File: src/rtl/data_path.sv
// data_path
// Accumulator datapath for the small processor core. A 16-bit accumulator
// (AC) is fed through a bus mux that selects either a combinational ALU
// result or the raw external data input. AC loads from the bus on a rising
// clock edge when ld_AC is high, and its value is presented on DataOutput.
//
// Ports:
//   clk               rising-edge clock for AC
//   rst_n             asynchronous active-low reset, clears AC
//   DataInput[15:0]   external operand and bypass data
//   Reset_AC          ALU op: result = 0                   (highest priority)
//   ShiftRight_AC     ALU op: logical shift right by one
//   Add_Input_AC      ALU op: AC + DataInput, carry dropped
//   Increment_AC      ALU op: AC + 1, wraps at FFFF
//   Swaprightleft_AC  ALU op: swap the two bytes of AC
//   Complement_AC     ALU op: bitwise NOT of AC
//   Multiply_AC       ALU op: AC[7:0] * DataInput[7:0]      (lowest priority)
//   alu_on_bus        bus select: 1 = ALU result, 0 = DataInput
//   ld_AC             AC load enable
//   DataOutput[15:0]  current AC value

module data_path (
  input  logic        clk,
  input  logic        rst_n,
  input  logic [15:0] DataInput,
  input  logic        Reset_AC,
  input  logic        ShiftRight_AC,
  input  logic        Add_Input_AC,
  input  logic        Increment_AC,
  input  logic        Swaprightleft_AC,
  input  logic        Complement_AC,
  input  logic        Multiply_AC,
  input  logic        alu_on_bus,
  input  logic        ld_AC,
  output logic [15:0] DataOutput
);

  logic [15:0] ac;
  logic [15:0] alu_result;
  logic [15:0] product;
  logic [15:0] bus;

  // Both operands are zero-extended to 16 bits so the full 8x8 product is
  // kept and the upper bytes of AC and DataInput never contribute.
  assign product = {8'h00, ac[7:0]} * {8'h00, DataInput[7:0]};

  // ALU: the if/else chain encodes the fixed operation priority, so several
  // asserted controls resolve to the highest one rather than a blend.
  always_comb begin
    alu_result = ac;
    if (Reset_AC)
      alu_result = 16'h0000;
    else if (ShiftRight_AC)
      alu_result = {1'b0, ac[15:1]};
    else if (Add_Input_AC)
      alu_result = ac + DataInput;
    else if (Increment_AC)
      alu_result = ac + 16'd1;
    else if (Swaprightleft_AC)
      alu_result = {ac[7:0], ac[15:8]};
    else if (Complement_AC)
      alu_result = ~ac;
    else if (Multiply_AC)
      alu_result = product;
  end

  // Plain mux in place of the shared tri-state bus of the original core.
  assign bus = alu_on_bus ? alu_result : DataInput;

  // Accumulator register; Reset_AC only clears it through a normal load,
  // while rst_n clears it immediately.
  always_ff @(posedge clk or negedge rst_n) begin
    if (!rst_n)
      ac <= 16'h0000;
    else if (ld_AC)
      ac <= bus;
  end

  assign DataOutput = ac;

endmodule

File: config.mk
export PLATFORM = sky130hd
export DESIGN_NAME = data_path
export DESIGN_NICKNAME = d
export VERILOG_FILES = /design/src/rtl/data_path.sv
export SDC_FILE = /design/constraint.sdc
export NUM_CORES = 1
export LEC_CHECK = 0
export CAP_MARGIN = 20
export CORE_ASPECT_RATIO = 1.75
export CORE_MARGIN = 1
export CORE_UTILIZATION = 49
export CTS_CLUSTER_DIAMETER = 100
export DETAILED_ROUTE_END_ITERATION = 8
export GPL_ROUTABILITY_DRIVEN = 0
export HOLD_SLACK_MARGIN = 0.12
export PLACE_DENSITY = 0.7
export RECOVER_POWER = 100
export SKIP_LAST_GASP = 1
export SYNTH_ARGS = -nofsm -noshare
export SYNTH_HDL_FRONTEND = slang
export SYNTH_SLANG_ARGS = --single-unit
File: constraint.sdc
create_clock -name clk -period 5.6 [get_ports clk]
set_clock_uncertainty 0.2 [all_clocks]
set_input_delay 0.84 -clock clk [delete_from_list [all_inputs] [get_ports clk]]
set_output_delay 0.84 -clock clk [all_outputs]
set_load 0.03 [all_outputs]
Word level (Yosys, flattened, before mapping)
Index checks and enable logic that the tools add are counted. Widths: inputs -> output; s select.

Add/sub/neg operators: 2. Multipliers: 1. Equality and inequality tests: 1. Mux-type cells: 8. Bitwise operators: 1. Reductions and logical operators: 1.

Operator list (count): $mux 16 (8); $add 16x1->16 const B (1); $add 16x16->16 (1); $mul 8x8->16 (1); $not 16->16 (1); $ne 8x8->1 const B (1); $reduce_and 2->1 (1).

Flip-flop bits (word level): 16. Output and inout port bits: 16.

Longest topological paths before layout
Depth in word-level cells: 9. Gate-level depth with buffers: 19. Depth with buffers taken out: 18.

Least setup slack after synthesis
OpenSTA, ideal clock, no wires.

Kind: input-to-reg. Start point: input port DataInput[2]. End point: register ac[13], in the netlist DataOutput[13]. Setup time: 86 ps. Arrival: 4823 ps. Data required time: 5314 ps. Slack: 491 ps. Stages: 16. Path through: and2_1 -> fa_1 -> fa_1 -> inv_1 -> fa_1 -> fa_1 -> inv_1 -> ha_1 -> o21ai_0 -> o21ai_1 -> a31oi_2 -> inv_2 -> o211ai_2 -> a21oi_1 -> or4_1 -> a32oi_1.

Longest elaborated chain between the ends: 9. Elaborated cells between the ends (all ways): 10. Classes of those cells: 1 x add/sub; 1 x mul; 8 x mux.

RTL lines: start, declared (RTL line 25) `input logic [15:0] DataInput,`; $mul 8x8->16 (RTL line 45) `assign product = {8'h00, ac[7:0]} * {8'h00, DataInput[7:0]};`; $mux 16 (RTL line 63) `else if (Multiply_AC)`; $mux 16 (RTL line 61) `else if (Complement_AC)`; $mux 16 (RTL line 59) `else if (Swaprightleft_AC)`; $mux 16 (RTL line 57) `else if (Increment_AC)`; $mux 16 (*) (RTL line 55) `else if (Add_Input_AC)`; $mux 16 (*) (RTL line 53) `else if (ShiftRight_AC)`; $mux 16 (*) (RTL line 51) `if (Reset_AC)`; $mux 16 (*) (RTL line 68) `assign bus = alu_on_bus ? alu_result : DataInput;`; end signal, assigned (RTL line 76) `ac <= bus;`; end, declared (RTL line 38) `logic [15:0] ac;`.

Every way passes the cells marked *; elsewhere a longest branch is shown, timed or not. The select of a mux whose other input is x is not followed. A chain may end at the register's enable or synchronous reset.

Final worst setup path
Start point: input port DataInput[5]. End point: register ac[14], in the netlist DataOutput[14].

The elaborated chain is that of the path after synthesis.

==> impl_metrics.ini <==
[placed_design]
portBuffers = 42
place.detailed.hpwl_mm = 11.3

[global_route]
grt_overflow = 0
grt_first_pass_wirelength_mm = 23.6
grtUsageTotal_pct = 32.6
grt_pass1_vias = 4805
grt_max_degree = 29
antenna_found_initial = 0

[synthesis]
yosysTopAreaCellShare_pct = 16.6
synth-edff-count = 0
syn_avg_cell_area_um2 = 7.76
ys_warn_count = 0
yosysMostFrequentCell = inv_1
netlist_top_cells_count = inv_1 (61), ha_1 (52), nand2_1 (51)
synth_seq_area_share_pct = 8.95
ys.flop_type = dfrtp_1
synth_top_cell_by_area = fa_1
synth_cell_types = 57
syn_area_mm2 = 0.00447
ys_async_sr_fraction_pct = 100
synth_nets = 692
synth-seq-cells = 16
yosys-top-cells-area = fa_1 (17%), ha_1 (15%), dfrtp_1 (9.0%)
syn_inst = 576

[pwr]
p_clk_share_pct = 11.0
finalPower_mw = 1.52
intPower_mw = 0.757
cellLeakagePower_nw = 2.62
seq_power_share_pct = 11.1
p_sw_share_pct = 50.3
power.switching_mw = 0.766
p_comb_share_pct = 77.9
peakVddDrop_v = 0.000127
p_per_area_mw_per_mm2 = 280

[worst_setup_path]
crit_type = input port to register
startpoint_type = input port
path_buf_inv = 4
critPathMostFrequentCell = fa_1
worst_path_dominant_cell_family = adder cells
critPathMaxFanout = 5
crit_chain = clkdlybuf4s50_1, nand2_1, fa_1, fa_1, inv_1, fa_1, inv_1, fa_1, inv_1, ha_1, nor3_1, o21ai_1, a31oi_4, a21oi_2, a31oi_1, xnor2_1, o2111ai_1, o2111ai_1
required_ns = 5.52
slowest_stage = clkdlybuf4s50_1
max_stage_delay_ns = 0.54
end_kind = register
cp_data_arrival_time_ns = 5.34

[cts]
clk_path_buf_depth = 2
cts_tree = built
clk_latency_ns = 0.26
cts.sinks = 16
h-tree-depth = 1
clkTransAtPathRegs_ns = 0.06
cts-hold-fix-buffers = 0
cts_buffers = 3
cts-root-buf = clkbuf_16

[floorplanning]
core_mm2 = 0.00878
rows = 45
die_area_mm2 = 0.00953
io_pins = 43
fp.dieW_um = 74.2
start_util_pct = 50.9
die_h_um = 128

[sta]
post-route-min-period_ns = 5.42
finalCritPeriodShare_pct = 96.8
hold_viol_final = 0
fmax_ghz = 0.184
slew_headroom_pct = 34.8
rsz0062_at_grt = false
slew_violations = 0
setup_viol = 0
fin_tns_setup_ns = 0
tightest_slew_ns = 0.975

[drt]
via_per_inst = 6.25
wl_mm = 14.6
first_pass_iters = 5
drc = 0
ant_nets = 0
first_iter_violations = 256
vias = 4717
post_drt_wl_per_cell_um = 19.4

[hold_path]
hold_class = register to register

[flow_run]
max-cap-violations = 0

[status]
status = completed

[layout]
drive_above_1_share_pct = 11.0
diodes = 0
fin_nets = 755
largest_reg_flops = 16
area_growth_pct = 21.5
per-layer routing:
layer	up-vias	wire, um	GRT usage, %
met5	-	0	0
met4	0	980	20.4
met2	234	7590	58.2
met1	2254	5280	36.1
met3	76	784	2.98
li1	2153	-	-
power by group through the flow:
| stage | combinational [mW] | sequential, mW | clock [mW] |
|---|---|---|---|
| global placement | 1.07 | 0.170 | 0 |
| CTS | 1.10 | 0.168 | 0.165 |
| global route | 1.32 | 0.170 | 0.170 |
| finish | 1.19 | 0.169 | 0.167 |
| floorplan | 0.680 | 0.178 | 0 |
| detailed placement | 1.09 | 0.170 | 0 |
stage by stage:
stage	utilization, %	worst slack [ns]	instances	cell area (um2)	hold slack (ns)
2_1_floorplan	-	0.491	576	4470	0.344
3_3_place_gp	60.0	-0.204	751	5270	0.498
3_5_place_dp	60.0	-0.237	751	5270	0.512
4_1_cts	61.0	0.0123	755	5360	0.530
5_1_grt	61.9	0.0248	755	5440	0.559
6_report	61.9	0.180	755	5440	0.544
cells by family after synthesis:
| family | after synthesis | share of synthesized area, % |
|---|---|---|
| mux | 4 | 0.923 |
| simple gates | 167 | 19.1 |
| flops | 16 | 8.95 |
| buf+inv | 96 | 8.25 |
| fa+ha+maj | 89 | 31.1 |
| compound gates | 172 | 25.4 |
| xor+xnor | 32 | 6.27 |
cells in the final DEF (no fill, tap or decap), drive strengths merged, types with 16 or more instances in the layout:
master	instances
nor2	20
dfrtp	16
ha	52
o21ai	43
and2	45
nand2	51
a21oi	43
clkdlybuf4s50	19
buf	44
xnor2	21
fa	37
inv	62
dlygate4sd3	20
worst reg2reg max path: cells and delay by family (launching register included):
family,cells,cell delay (ns)
adders and majority gates,5,2.28
AOI/OAI and AO/OA,6,1.04
DFF,1,0.62
and+or+nand+nor,2,0.39
buffers and inverters,3,0.17
xor gates and xnor gates,1,0.17
path summary, 6_finish.rpt:
| kind | start | to | slack, ns | depth (start not counted) |
|---|---|---|---|---|
| max | DataInput[5] | DataOutput[14] | 0.18 | 18 |
| min | DataOutput[14] | DataOutput[14] | 0.54 | 2 |
| max reg2reg | DataOutput[4] | DataOutput[14] | 0.60 | 17 |
| min reg2reg | DataOutput[14] | DataOutput[14] | 0.54 | 2 |
| max in group asynchronous | rst_n | DataOutput[3] | 3.62 | 1 |
| min in group asynchronous | rst_n | DataOutput[15] | 0.99 | 1 |
final cells by class:
cell class | instances | area, um2
well taps | 117 | 146
inverters | 65 | 244
flip-flops and latches | 16 | 400
repair buffers | 89 | 777
fillers | 828 | 3350
multi-input cells | 464 | 3780
clock buffers | 4 | 88.8
what timing repair did:
item / CTS / global route
setup buffers: 0 / 0
setup endpoints to repair: 0 / 8
gates resized for setup: 0 / 25
No activity file was read; power rests on OpenSTA's default activity.
